--- src/rtl/screen_pkg.sv ---
// screen_pkg: shared definitions for the screen_* blocks.
// Provides the state and mode encodings, the RGB444 width, the bus widths,
// the pattern select helper and the SCREEN_WDATA framebuffer packing macro.
// DISP_ADDR_WIDTH may be predefined by the display build; it defaults to 17 bits.
`ifndef SCREEN_PKG_SV
`define SCREEN_PKG_SV

`ifndef DISP_ADDR_WIDTH
`define DISP_ADDR_WIDTH 17
`endif

// Framebuffer word: RGB444 colour in the low bits, upper bits zero
`define SCREEN_WDATA(c) {20'b0, (c)}

package screen_pkg;

    localparam int unsigned RGB_W   = 12;
    localparam int unsigned WDATA_W = 32;
    localparam int unsigned ADDR_W  = `DISP_ADDR_WIDTH;
    localparam int unsigned KEY_W   = 26;

    typedef enum logic [2:0] {
        IDLE         = 3'd0,
        FILL         = 3'd1,
        WAIT_RELEASE = 3'd2,
        WAIT_PRESS   = 3'd3,
        DONE         = 3'd4
    } state_e;

    typedef enum logic [1:0] {
        MODE_SOLID = 2'd0,
        MODE_VBAR  = 2'd1,
        MODE_HBAR  = 2'd2,
        MODE_CHECK = 2'd3
    } mode_e;

    // 0 selects the primary colour, 1 the secondary colour
    function automatic logic pattern_sel(input mode_e m, input logic px, input logic py);
        logic sel;
        sel = 1'b0;
        unique case (m)
            MODE_SOLID: sel = 1'b0;
            MODE_VBAR:  sel = px;
            MODE_HBAR:  sel = py;
            MODE_CHECK: sel = px ^ py;
        endcase
        return sel;
    endfunction

endpackage

`endif

--- src/rtl/screen_pattern_if.sv ---
// screen_pattern_if: sequencer/framebuffer side of screen_pattern.
// master: drives start, mode, key_status, fb_ready; observes fb_we, fb_addr,
//         fb_wdata, busy, screen_done.
// slave:  the pattern block itself (mirror of master).
interface screen_pattern_if;
    import screen_pkg::*;

    logic                 start;
    logic [1:0]           mode;
    logic [KEY_W-1:0]     key_status;
    logic                 fb_ready;
    logic                 fb_we;
    logic [ADDR_W-1:0]    fb_addr;
    logic [WDATA_W-1:0]   fb_wdata;
    logic                 busy;
    logic                 screen_done;

    modport master (
        output start, mode, key_status, fb_ready,
        input  fb_we, fb_addr, fb_wdata, busy, screen_done
    );

    modport slave (
        input  start, mode, key_status, fb_ready,
        output fb_we, fb_addr, fb_wdata, busy, screen_done
    );

endinterface

--- src/rtl/screen_key_gate.sv ---
// screen_key_gate: release-then-press detector for the "press any key" screens.
// Ports: clk, reset (async, active-high); in_release / in_press flag the caller's
// wait states; key_status is one bit per key (1 = pressed).
// to_press_c: all keys released while waiting for release.
// to_done_c:  a key pressed while waiting for a press, or the wait timed out.
// Optional: SCREEN_PATTERN_TIMEOUT_EN adds a wait-cycle counter that forces
// to_done_c when it reaches TIMEOUT-1; without it only a key press completes.
module screen_key_gate
    import screen_pkg::*;
#(
    parameter int unsigned TIMEOUT = 50_000_000
) (
    input  logic             clk,
    input  logic             reset,
    input  logic             in_release,
    input  logic             in_press,
    input  logic [KEY_W-1:0] key_status,
    output logic             to_press_c,
    output logic             to_done_c
);

    logic timeout_c;

`ifdef SCREEN_PATTERN_TIMEOUT_EN
    localparam int unsigned CNT_W = $clog2(TIMEOUT + 1);

    logic [CNT_W-1:0] cnt_q, cnt_d;
    logic             run_c;

    // Counter is zero whenever outside the wait states, so entry starts at 0
    assign run_c     = in_release | in_press;
    assign timeout_c = run_c && (cnt_q == CNT_W'(TIMEOUT - 1));

    always_comb begin
        cnt_d = '0;
        if (run_c) begin
            cnt_d = cnt_q + CNT_W'(1);
        end
    end

    always_ff @(posedge clk or posedge reset) begin
        if (reset) begin
            cnt_q <= '0;
        end else begin
            cnt_q <= cnt_d;
        end
    end
`else
    logic unused_c;

    assign timeout_c = 1'b0;
    assign unused_c  = ^{clk, reset, (TIMEOUT == 32'd0)};
`endif

    assign to_press_c = in_release && (key_status == '0);
    assign to_done_c  = (in_press && (|key_status)) || timeout_c;

endmodule

--- src/rtl/screen_pattern.sv ---
// screen_pattern: fills the framebuffer with a two-colour pattern (solid,
// vertical bars, horizontal bars, checkerboard), then waits for a clean key
// press (all released, then any pressed) and holds screen_done.
// Ports: clk; reset (async, active-high); bus (screen_pattern_if.slave) carrying
// start/mode/key_status/fb_ready in and fb_we/fb_addr/fb_wdata/busy/screen_done out.
// Optional: SCREEN_PATTERN_TIMEOUT_EN enables the TIMEOUT auto-done in screen_key_gate.
module screen_pattern
    import screen_pkg::*;
#(
    parameter int unsigned      H_RES    = 320,
    parameter int unsigned      V_RES    = 240,
    parameter logic [RGB_W-1:0] COLOUR_A = 12'hFF0,
    parameter logic [RGB_W-1:0] COLOUR_B = 12'h00F,
    parameter int unsigned      BAR_W    = 16,
    parameter int unsigned      BAR_H    = 16,
    parameter int unsigned      TIMEOUT  = 50_000_000
) (
    input  logic            clk,
    input  logic            reset,
    screen_pattern_if.slave bus
);

    localparam int unsigned X_W  = $clog2(H_RES + 1);
    localparam int unsigned Y_W  = $clog2(V_RES + 1);
    localparam int unsigned CX_W = $clog2(BAR_W + 1);
    localparam int unsigned CY_W = $clog2(BAR_H + 1);

    state_e             state_q, state_d;
    mode_e              mode_q, mode_d;
    logic [X_W-1:0]     x_q, x_d, x_n;
    logic [Y_W-1:0]     y_q, y_d, y_n;
    logic [CX_W-1:0]    cx_q, cx_d, cx_n;
    logic [CY_W-1:0]    cy_q, cy_d, cy_n;
    logic               px_q, px_d, px_n;
    logic               py_q, py_d, py_n;
    logic               fb_we_q, fb_we_d;
    logic [ADDR_W-1:0]  addr_q, addr_d;
    logic [RGB_W-1:0]   col_q, col_d;
    logic               busy_q, busy_d;
    logic               done_q, done_d;
    logic               start_fill_c, accept_c, last_px_c;
    logic               to_press_c, to_done_c;

    screen_key_gate #(
        .TIMEOUT (TIMEOUT)
    ) u_key_gate (
        .clk        (clk),
        .reset      (reset),
        .in_release (state_q == WAIT_RELEASE),
        .in_press   (state_q == WAIT_PRESS),
        .key_status (bus.key_status),
        .to_press_c (to_press_c),
        .to_done_c  (to_done_c)
    );

    // Scan position and cell phase after the current pixel is accepted
    always_comb begin
        x_n  = x_q + X_W'(1);
        y_n  = y_q;
        cx_n = cx_q + CX_W'(1);
        cy_n = cy_q;
        px_n = px_q;
        py_n = py_q;
        if (x_q == X_W'(H_RES - 1)) begin
            // Line start: bar phase restarts, truncating any partial last cell
            x_n  = '0;
            cx_n = '0;
            px_n = 1'b0;
            y_n  = y_q + Y_W'(1);
            if (cy_q == CY_W'(BAR_H - 1)) begin
                cy_n = '0;
                py_n = ~py_q;
            end else begin
                cy_n = cy_q + CY_W'(1);
            end
        end else if (cx_q == CX_W'(BAR_W - 1)) begin
            cx_n = '0;
            px_n = ~px_q;
        end
    end

    assign start_fill_c = bus.start && (state_q != FILL);
    assign accept_c     = fb_we_q && bus.fb_ready;
    assign last_px_c    = (x_q == X_W'(H_RES - 1)) && (y_q == Y_W'(V_RES - 1));

    // Next-state and registered-output logic
    always_comb begin
        state_d = state_q;
        mode_d  = mode_q;
        x_d     = x_q;
        y_d     = y_q;
        cx_d    = cx_q;
        cy_d    = cy_q;
        px_d    = px_q;
        py_d    = py_q;
        fb_we_d = fb_we_q;
        addr_d  = addr_q;
        col_d   = col_q;
        busy_d  = busy_q;
        done_d  = done_q;

        unique case (state_q)
            IDLE: begin
            end
            FILL: begin
                if (accept_c) begin
                    if (last_px_c) begin
                        fb_we_d = 1'b0;
                        busy_d  = 1'b0;
                        state_d = WAIT_RELEASE;
                    end else begin
                        x_d    = x_n;
                        y_d    = y_n;
                        cx_d   = cx_n;
                        cy_d   = cy_n;
                        px_d   = px_n;
                        py_d   = py_n;
                        addr_d = addr_q + ADDR_W'(1);
                        col_d  = pattern_sel(mode_q, px_n, py_n) ? COLOUR_B : COLOUR_A;
                    end
                end
            end
            WAIT_RELEASE: begin
                if (to_done_c) begin
                    state_d = DONE;
                    done_d  = 1'b1;
                end else if (to_press_c) begin
                    state_d = WAIT_PRESS;
                end
            end
            WAIT_PRESS: begin
                if (to_done_c) begin
                    state_d = DONE;
                    done_d  = 1'b1;
                end
            end
            DONE: begin
            end
            default: begin
                state_d = IDLE;
                fb_we_d = 1'b0;
                busy_d  = 1'b0;
                done_d  = 1'b0;
            end
        endcase

        // A new fill overrides any wait or key outcome in the same cycle
        if (start_fill_c) begin
            state_d = FILL;
            mode_d  = mode_e'(bus.mode);
            x_d     = '0;
            y_d     = '0;
            cx_d    = '0;
            cy_d    = '0;
            px_d    = 1'b0;
            py_d    = 1'b0;
            addr_d  = '0;
            col_d   = COLOUR_A;
            fb_we_d = 1'b1;
            busy_d  = 1'b1;
            done_d  = 1'b0;
        end
    end

    always_ff @(posedge clk or posedge reset) begin
        if (reset) begin
            state_q <= IDLE;
            mode_q  <= MODE_SOLID;
            x_q     <= '0;
            y_q     <= '0;
            cx_q    <= '0;
            cy_q    <= '0;
            px_q    <= 1'b0;
            py_q    <= 1'b0;
            fb_we_q <= 1'b0;
            addr_q  <= '0;
            col_q   <= '0;
            busy_q  <= 1'b0;
            done_q  <= 1'b0;
        end else begin
            state_q <= state_d;
            mode_q  <= mode_d;
            x_q     <= x_d;
            y_q     <= y_d;
            cx_q    <= cx_d;
            cy_q    <= cy_d;
            px_q    <= px_d;
            py_q    <= py_d;
            fb_we_q <= fb_we_d;
            addr_q  <= addr_d;
            col_q   <= col_d;
            busy_q  <= busy_d;
            done_q  <= done_d;
        end
    end

    assign bus.fb_we       = fb_we_q;
    assign bus.fb_addr     = addr_q;
    assign bus.fb_wdata    = `SCREEN_WDATA(col_q);
    assign bus.busy        = busy_q;
    assign bus.screen_done = done_q;

endmodule

--- src/flat_wrapper.sv ---
// flat-port wrapper written by rule: the top's interface ports become plain ports
module screen_pattern_flat import screen_pkg::*;
#(
    parameter int unsigned      H_RES    = 320,
    parameter int unsigned      V_RES    = 240,
    parameter logic [RGB_W-1:0] COLOUR_A = 12'hFF0,
    parameter logic [RGB_W-1:0] COLOUR_B = 12'h00F,
    parameter int unsigned      BAR_W    = 16,
    parameter int unsigned      BAR_H    = 16,
    parameter int unsigned      TIMEOUT  = 50_000_000
)
  (clk, reset, bus_start, bus_mode, bus_key_status, bus_fb_ready, bus_fb_we, bus_fb_addr, bus_fb_wdata, bus_busy, bus_screen_done);
  screen_pattern_if bus_i ();
  input  logic clk;
  input  logic reset;
  input wire logic [$bits(bus_i.start)-1:0] bus_start;
  input wire logic [$bits(bus_i.mode)-1:0] bus_mode;
  input wire logic [$bits(bus_i.key_status)-1:0] bus_key_status;
  input wire logic [$bits(bus_i.fb_ready)-1:0] bus_fb_ready;
  output wire logic [$bits(bus_i.fb_we)-1:0] bus_fb_we;
  output wire logic [$bits(bus_i.fb_addr)-1:0] bus_fb_addr;
  output wire logic [$bits(bus_i.fb_wdata)-1:0] bus_fb_wdata;
  output wire logic [$bits(bus_i.busy)-1:0] bus_busy;
  output wire logic [$bits(bus_i.screen_done)-1:0] bus_screen_done;
  assign bus_i.start = bus_start;
  assign bus_i.mode = bus_mode;
  assign bus_i.key_status = bus_key_status;
  assign bus_i.fb_ready = bus_fb_ready;
  assign bus_fb_we = bus_i.fb_we;
  assign bus_fb_addr = bus_i.fb_addr;
  assign bus_fb_wdata = bus_i.fb_wdata;
  assign bus_busy = bus_i.busy;
  assign bus_screen_done = bus_i.screen_done;
  screen_pattern #(.H_RES(H_RES), .V_RES(V_RES), .COLOUR_A(COLOUR_A), .COLOUR_B(COLOUR_B), .BAR_W(BAR_W), .BAR_H(BAR_H), .TIMEOUT(TIMEOUT)) u_core (.clk(clk), .reset(reset), .bus(bus_i));
endmodule
--- config.mk ---
export PLATFORM = sky130hd
export DESIGN_NAME = screen_pattern_flat
export DESIGN_NICKNAME = d
export VERILOG_FILES = /design/src/rtl/screen_pkg.sv /design/src/rtl/screen_pattern_if.sv /design/src/rtl/screen_key_gate.sv /design/src/rtl/screen_pattern.sv /design/src/flat_wrapper.sv
export SDC_FILE = /design/constraint.sdc
export NUM_CORES = 1
export LEC_CHECK = 0
export BUFFER_PORTS_ARGS = -buffer_cell sky130_fd_sc_hd__buf_2
export CORE_MARGIN = 8
export CORE_UTILIZATION = 26
export DETAILED_ROUTE_END_ITERATION = 12
export GPL_TIMING_DRIVEN = 0
export PLACE_DENSITY_LB_ADDON = 0.3
export SLEW_MARGIN = 20
export SYNTH_ARGS = -nofsm -noshare
export SYNTH_HDL_FRONTEND = slang
export SYNTH_SLANG_ARGS = --single-unit
--- constraint.sdc ---
create_clock -name clk -period 2.9 [get_ports clk]
set_input_delay 0.145 -clock clk [delete_from_list [all_inputs] [get_ports clk]]
set_output_delay 0.145 -clock clk [all_outputs]
set_load 0.01 [all_outputs]
# == Yosys cells after proc, flatten, opt, wreduce, memory -nomap -nowiden ==
# Index checks and enable logic that the tools add are counted.
# classes
addsub,5
eq_ne,21
mux,61
bitwise,3
reduce_logical,21
# ops
operator,count
17-bit 2-to-1 mux,4
12-bit 2-to-1 mux,5
5-bit 2-to-1 mux,12
9-bit 2-to-1 mux,5
8-bit 2-to-1 mux,5
26-bit zero test,1
26-bit OR reduction,1
1-bit 2-to-1 mux,20
3-bit 2-to-1 mux,6
"17-bit by 1-bit adder with 17-bit output, second input constant",1
"3-bit by 1-bit != test with 1-bit output, second input constant",5
3-bit one-hot mux with 4 select lines,1
"5-bit by 1-bit adder with 5-bit output, second input constant",2
"5-bit by 4-bit == test with 1-bit output, second input constant",2
"9-bit by 1-bit adder with 9-bit output, second input constant",1
"9-bit == test, second input constant",1
"8-bit by 1-bit adder with 8-bit output, second input constant",1
"8-bit == test, second input constant",1
"2-bit by 1-bit != test with 1-bit output, second input constant",4
"3-bit by 2-bit == test with 1-bit output, second input constant",2
3-bit AND reduction,2
2-bit nonzero test,3
1-bit logical AND,5
5-bit AND reduction,1
other kinds (16),20
# word_totals
regBits,65
inputBits,32
out_inout_bits,52
elab_cells,123

# == Depth between registers and ports, before layout ==
# Gate-level depths: netlist of the first run.
# depth
depth_word,13
depth_mapped,8
ltp_nobuf,6

# == Cells and area by module ==
# Synthesis of the first run repeated with hierarchy kept, for this count alone.
# unflattened
cells_unflattened,362
hier_area_um2,3315.7
# by_module_without_submodules
module,instances,cells_each,area_each_um2,seq_area_each_um2
screen_pattern,1,350,3246.9,1376.3
screen_key_gate,1,12,68.8,0.0

# == Least setup slack after synthesis of the first run ==
# No wires, ideal clock.
# synth_path
path_type,register to register
start,register u_core.y_q[0]
end,register u_core.x_q[8]
setup_ps,124
t_arrival_ps,1915
required_ps,2776
setup_slack_ps,861
path_stages_with_launch,8
n_path_buf,1
synth_period_minus_slack_ps,2039
cell_sequence,dfrtp_1 ha_1 nand3_4 or4b_4 buf_6 o21ai_4 nor4_1 a211o_1
# synth_via
elab_chain_cells,4
# synth_lines
element,line_no,source
from (decl),screen_pattern.sv:31,"logic [Y_W-1:0] y_q, y_d, y_n;"
from (signal assigned),screen_pattern.sv:184,y_q <= y_d;
8-bit == test,screen_pattern.sv:84,assign last_px_c = (x_q == X_W'(H_RES - 1)) && (y_q == Y_W'(V_RES - 1));
1-bit logical AND,screen_pattern.sv:84,
2-bit by 1-bit != test with 1-bit output (no line),-,
3-bit AND reduction (no line),-,
to (signal assigned),screen_pattern.sv:169,x_q <= '0;
to (signal assigned),screen_pattern.sv:183,x_q <= x_d;
to (decl),screen_pattern.sv:30,"logic [X_W-1:0] x_q, x_d, x_n;"
# No other way between the ends.
# A chain may end at the register's enable or synchronous reset.

# == Worst setup path after layout of the first run ==
# layout_path
start,register u_core.x_q[0]
end,register u_core.fb_we_q (netlist: u_core.bus.fb_we)
# layout_via
elab_chain_cells,4
# layout_lines
element,line_no,source
9-bit == test,screen_pattern.sv:84,
1-bit logical AND,screen_pattern.sv:84,
3-bit by 1-bit != test with 1-bit output (no line),-,
3-bit AND reduction (no line),-,
to (signal assigned),screen_pattern.sv:189,fb_we_q <= fb_we_d;
to (decl),screen_pattern.sv:36,"logic fb_we_q, fb_we_d;"
# No other way between the ends.

==> results of run 1 <==
==> what timing repair did <==
| item | CTS | global route |
|---|---|---|
| gates resized for setup | 0 | 0 |
| endpoints found under the setup margin | 0 | 0 |
| hold buffers | 1 | 0 |
| endpoints found under the hold margin | 27 | 0 |
==> worst max-delay path by stage <==
stage,start,end,slack [ps],cells after the start
after floorplan,u_core.y_q[0]$_DFFE_PP0P_,u_core.x_q[8]$_DFFE_PP0P_,860,7
after global placement,u_core.x_q[0]$_DFFE_PP0P_,u_core.bus.fb_we$_DFFE_PP0P_,500,7
after detailed placement,u_core.x_q[0]$_DFFE_PP0P_,u_core.bus.fb_we$_DFFE_PP0P_,530,7
after CTS,u_core.x_q[0]$_DFFE_PP0P_,u_core.bus.fb_we$_DFFE_PP0P_,470,7
after global routing,u_core.x_q[0]$_DFFE_PP0P_,u_core.bus.fb_we$_DFFE_PP0P_,230,7
final,u_core.x_q[0]$_DFFE_PP0P_,u_core.bus.fb_we$_DFFE_PP0P_,410,7
==> cell usage in the layout, fill, tap and decap left out, types with 2 or more instances in the layout <==
cell	count
buf_2	66
dfrtp_1	55
nand2_1	35
buf_4	32
nor2_1	30
nand3_1	21
conb_1	20
a21oi_1	17
o21ai_0	17
xnor2_1	11
nor4_1	9
clkbuf_1	8
nand4_1	8
or3_1	7
xor2_1	6
and2_1	5
inv_1	5
a211oi_1	5
ha_1	5
clkbuf_16	5
buf_6	4
o31ai_1	4
o21ai_1	4
a31oi_1	4
a22o_1	4
nand4b_1	3
nor3_1	3
and3_1	3
nand2b_1	3
mux2i_1	3
nand3b_1	3
o211ai_1	3
a41oi_1	3
and4_1	2
nand2_2	2
nor4_4	2
a41o_1	2
clkinv_4	2
==> kinds of logic (layout without fill, tap and decap cells) <==
kind of cell,count (synthesis),count (layout)
and+or+nand+nor,147,147
AOI/OAI and AO/OA,79,79
DFF,55,55
buffers and inverters,53,125
xor gates and xnor gates,17,17
adders and majority gates,5,5
muxes,3,3
other,1,20
==> stage by stage <==
stage / std cells / utilization / hold slack, ps / area, µm²
6_report: 623 / 0.328 / 49.6 / 4140
4_1_cts: 623 / 0.328 / 51.6 / 4140
3_5_place_dp: 614 / 0.315 / 320 / 3970
2_1_floorplan: 379 / - / 211 / 3440
5_1_grt: 623 / 0.328 / 78.9 / 4140
3_3_place_gp: 614 / 0.315 / 365 / 3970
==> sequential cells by signal, summed over array words and instances (netlist names) <==
signal,count
u_core.bus.fb_addr,17
u_core.x_q,9
u_core.y_q,8
u_core.cx_q,5
u_core.cy_q,5
u_core.state_q,3
u_core.col_q,2
u_core.mode_q,2
u_core.bus.fb_we,1
u_core.bus.screen_done,1
u_core.px_q,1
u_core.py_q,1
==> critical path, stage by stage (launching register included) <==
cell and delay, ps:
dfrtp_1 400, ha_1 180, nand3_1 210, nor3_1 720, buf_2 390, nand3_1 160
a21oi_1 170, o21ai_0 90
==> per-layer routing <==
metal	routed length (µm)	vias to the layer above
met4	91	0
met5	0	-
met1	4050	1416
li1	-	1438
met2	3930	81
met3	544	5
==> power by group <==
part	total [µW]	internal, µW	leakage [µW]	switching [µW]
Sequential	937	850	0.000747	86.5
Combinational	685	249	0.00104	437
Clock	637	330	0.0000759	307
Total	2260	1430	0.00186	830
==> final cells by class <==
type,count,area (µm²),share of cell area
multi-input combinational,271,1710,0.414
sequential,55,1380,0.333
buffer,47,330,0.0798
timing repair buffer,64,325,0.0786
tap,172,215,0.0520
clock buffer,5,125,0.0302
clock inverter,3,28.8,0.00695
inverter,6,25.0,0.00605
==> impl_metrics.json, run 1 <==
{
  "drt-initial-drc-count": 206,
  "cts_buffer_depth": 2,
  "routabilityCongestion": 0.757,
  "synth_commonest_cells": "dfrtp_1 (55), nand2_1 (35), buf_4 (32)",
  "grt_pass1_vias": 2873,
  "use_met1": 0.140,
  "synth_top_area_share": 0.408,
  "yosys-top-cells-area": "dfrtp_1 (41%), buf_4 (7.1%), nand2_1 (3.9%)",
  "use_met2": 0.168,
  "grt_max_degree": 56,
  "synth_edf_count": 0,
  "antenna_found_initial": 0,
  "min_period_over_period": 0.859,
  "initial_core_util": 0.267,
  "clk_pin_slew_ps": 80,
  "busiest_layer": "met2",
  "yosys.area.top_type": "dfrtp_1",
  "firstDrtPassIters": 4,
  "synth_top_family_by_area": "simple AND/OR/NAND/NOR gates",
  "status": "completed",
  "hold_viol_final": 0,
  "cp_max_fo": 10,
  "post_cts.repair.setup_buffers": 0,
  "worst_slew_pin_slew_ps": 795,
  "drc_errors": 0,
  "powerDensity_nw_per_um2": 546,
  "finalPower_uw": 2260,
  "core_um2": 12600,
  "peakVddDrop_v": 0.000238,
  "syn_avg_cell_area_um2": 9.36,
  "drive_gt1_frac": 0.282,
  "htree_levels": 2,
  "regToRegSetupSlack_ps": 410,
  "seq_area_frac_synth": 0.408,
  "slew_headroom": 0.466,
  "antenna_cells": 0,
  "ant_nets": 0,
  "synthMuxAreaShare": 0.00891,
  "overflow": 0,
  "dpl_worst_slack_ps": 526,
  "worstHoldEndpoint": "u_core.mode_q[0]$_DFFE_PP0N_",
  "root_buffer": "clkbuf_16",
  "cp.required_ps": 3040,
  "die_area_um2": 16900,
  "ys_ff_latch": 55,
  "wirelength_mm": 8.62,
  "synth-compound-area-share": 0.166,
  "cts_tree": "built",
  "min_from": "bus_mode[0]",
  "maxCapViolations": 0,
  "grtUsageMet3": 0.0224,
  "io_buffers": 63,
  "routedWlPerCell_um": 13.8,
  "dieHeight_um": 130,
  "p_leak_uw": 0.00186,
  "track_usage": 0.106,
  "clkLatencyLatePin_ps": 300,
  "worstSetupPathType": "flip-flop to flip-flop",
  "rr_worst_depth": 7,
  "avgViaCountPerCell": 4.72,
  "clock_sinks": 55,
  "row_count": 41,
  "setup_ws_ps": 410,
  "setup_violations": 0,
  "max_freq_mhz": 402,
  "die_w_um": 130,
  "synth-simple-area-share": 0.248,
  "dp.final_hpwl_mm": 6.44,
  "io-pin-count": 84,
  "final_nets": 487,
  "synthFlopType": "dfrtp_1",
  "startpoint_type": "flip-flop",
  "cts_buffers": 5,
  "area_delta_synth_final_pct": 22.8,
  "clock_skew_ps": 9.10,
  "synthArstFlopShare": 1.00,
  "synth_xor_area_frac": 0.0442,
  "synth_cell_types": 63,
  "vias": 2940,
  "finalMaxSlewViolations": 0,
  "worstSetupEndpointType": "flip-flop",
  "finalSetupTns_ps": 0,
  "fin_crit_ps": 2490,
  "fill_cells": 1368,
  "synthAdderAreaFrac": 0.0186,
  "netlist_instances": 360,
  "grt_pass1_wl_mm": 14.4,
  "rsz0062_at_grt": "false",
  "hold_depth": 3,
  "yosys_warnings": 0,
  "yosysMostFrequentCell": "dfrtp_1",
  "regToRegStartpoint": "u_core.x_q[0]$_DFFE_PP0P_",
  "cp.arrival_ps": 2630,
  "syn_area_um2": 3370,
  "hold_class": "input pin to flip-flop",
  "r2r-end": "u_core.bus.fb_we$_DFFE_PP0P_"
}
No activity file was read; power rests on OpenSTA's default activity.
==> inputs of run 2 (changes only) <==
--- a/config.mk
+++ b/config.mk
@@ -10,6 +10,7 @@
 export CORE_UTILIZATION = 26
 export DETAILED_ROUTE_END_ITERATION = 12
 export GPL_TIMING_DRIVEN = 0
+export MAX_ROUTING_LAYER = met4
 export PLACE_DENSITY_LB_ADDON = 0.3
 export SLEW_MARGIN = 20
 export SYNTH_ARGS = -nofsm -noshare
==> run 2 against run 1 <==
Net effect:
- utilization did not move
- via count barely moved
- sequential power barely moved
- critical path depth did not move
- power barely moved
- first-iteration DRC count rose by 5.3%
- hold slack got worse by 4.4 ps
- non-clock buffer count did not move
- clock skew fell by 0.56 ps
- maximum frequency rose by 0.36%
- critical path type unchanged
- critical endpoint unchanged
- largest cell class unchanged
==> impl_metrics.json, run 2 (same netlist as run 1, synthesis figures left out) <==
{
  "drc_errors": 0,
  "status": "completed",
  "slew_headroom": 0.472,
  "track_usage": 0.109,
  "path_cells": "ha_1, nand3_1, nor3_1, buf_2, nand3_1, a21oi_1, o21ai_0",
  "min_period_over_period": 0.856,
  "finalInstanceArea_um2": 4140,
  "grtUsageMet3": 0.0208,
  "cts_buffers": 5,
  "p_leak_uw": 0.00186,
  "maxCapViolations": 0,
  "use_met1": 0.144,
  "max_freq_mhz": 403,
  "min_from": "bus_mode[0]",
  "dieHeight_um": 130,
  "drt-initial-drc-count": 217,
  "crit_buf_inv": 1,
  "antenna_cells": 0,
  "grt_max_degree": 56,
  "hold_class": "input pin to flip-flop",
  "finalMaxSlewViolations": 0,
  "dp.final_hpwl_mm": 6.44,
  "avgViaCountPerCell": 4.72,
  "root_buffer": "clkbuf_16",
  "io_buffers": 63,
  "cp_max_fo": 10,
  "io-pin-count": 84,
  "regToRegStartpoint": "u_core.x_q[0]$_DFFE_PP0P_",
  "routedWlPerCell_um": 13.9,
  "cp.required_ps": 3040,
  "cp_slowest_stage_delay_ps": 710,
  "final_cell_mix": "buf_2 (66), dfrtp_1 (55), nand2_1 (35)",
  "placed_area_um2": 3970,
  "row_count": 41,
  "critPathSlowestCell": "nor3_1",
  "worstSetupPathType": "flip-flop to flip-flop",
  "area_delta_synth_final_pct": 22.8,
  "largest_reg_flops": 17,
  "antenna_found_initial": 0,
  "cp.arrival_ps": 2620,
  "peakVddDrop_v": 0.000239,
  "fill_cells": 1368,
  "final_common_cell": "buf_2",
  "rsz0062_at_grt": "false",
  "clkLatencyLatePin_ps": 300,
  "critPathLaunch": "u_core.x_q[0]$_DFFE_PP0P_",
  "worst_slew_pin_slew_ps": 786,
  "initial_core_util": 0.267,
  "die_w_um": 130,
  "finalSetupTns_ps": 0,
  "cts_buffer_depth": 2,
  "hold_viol_final": 0,
  "routabilityCongestion": 0.767,
  "ant_nets": 0,
  "core_um2": 12600,
  "clk_pin_slew_ps": 80,
  "crit_family": "simple AND/OR/NAND/NOR gates",
  "setup_violations": 0,
  "crit_path_frequent_cell": "nand3_1",
  "use_met2": 0.168,
  "htree_levels": 2,
  "busiest_layer": "met2",
  "fin_crit_ps": 2480,
  "grt_pass1_wl_mm": 14.4,
  "powerDensity_nw_per_um2": 546,
  "clock_sinks": 55,
  "vias": 2941,
  "startpoint_type": "flip-flop",
  "firstDrtPassIters": 4,
  "grt_pass1_vias": 2859,
  "cts_tree": "built",
  "post_cts.repair.setup_buffers": 0,
  "die_area_um2": 16900,
  "overflow": 0,
  "drive_gt1_frac": 0.282,
  "worstSetupEndpointType": "flip-flop",
  "final_nets": 487,
  "wirelength_mm": 8.65,
  "clock_skew_ps": 8.54
}
-- run 2: cell counts in the layout (fill, tap and decap cells not counted) --
Identical to the previous run, type by type.
-- run 2: area by class of cell --
type | instances | area, µm² | area share
timing repair buffer | 64 | 325 | 0.0786
clock inverter | 3 | 28.8 | 0.00695
inverter | 6 | 25.0 | 0.00605
buffer | 47 | 330 | 0.0798
sequential | 55 | 1380 | 0.333
clock buffer | 5 | 125 | 0.0302
multi-input combinational | 271 | 1710 | 0.414
tap | 172 | 215 | 0.0520
-- run 2: path summary, 6_finish.rpt --
| check | depth (start not counted) | slack [ps] | endpoint |
|---|---|---|---|
| setup / recovery | 7 | 420 | u_core.bus.fb_we$_DFFE_PP0P_ |
| hold / removal | 3 | 50 | u_core.mode_q[0]$_DFFE_PP0N_ |
| setup reg to reg | 7 | 420 | u_core.bus.fb_we$_DFFE_PP0P_ |
| hold reg to reg | 2 | 480 | u_core.mode_q[0]$_DFFE_PP0N_ |
| max in group asynchronous | 3 | 1920 | u_core.y_q[3]$_DFFE_PP0P_ |
| min in group asynchronous | 3 | 500 | u_core.bus.fb_addr[9]$_DFFE_PP0P_ |
-- run 2: per-stage QoR --
| step | utilization | total power (µW) | worst slack, ps | instances | hold WS (ps) |
|---|---|---|---|---|---|
| 2_1_floorplan | - | 1410 | 861 | 379 | 211 |
| 3_3_place_gp | 0.315 | 1630 | 500 | 614 | 365 |
| 3_5_place_dp | 0.315 | 1640 | 526 | 614 | 320 |
| 4_1_cts | 0.328 | 2290 | 474 | 623 | 51.6 |
| 5_1_grt | 0.328 | 2410 | 227 | 623 | 77.5 |
| 6_report | 0.328 | 2260 | 419 | 623 | 45.2 |
-- run 2: layer usage --
layer  part of all wire  up-vias
met5                  0        -
met4             0.0075        0
met3              0.063        2
met2               0.46       97
met1               0.47     1409
li1                   -     1433
-- run 2: repair_timing --
action / 4_1_cts / 5_1_grt
resized for setup: 0 / 0
endpoints found under the hold margin: 27 / 0
hold buffers: 1 / 0
-- run 2: where the power goes --
| part | switching [µW] | internal, µW | total (µW) |
|---|---|---|---|
| logic | 435 | 249 | 684 |
| clock network | 306 | 330 | 636 |
| registers | 87.2 | 850 | 938 |
| total | 829 | 1430 | 2260 |
-- run 2: worst reg2reg max path, delay by kind of cell (launching register included) --
family / cells / cell delay (ps)
adder cells (fa/ha/maj): 1 / 180
AO/OA/AOI/OAI: 2 / 260
buffers and inverters: 1 / 390
AND/OR/NAND/NOR: 3 / 1080
flip-flops: 1 / 410
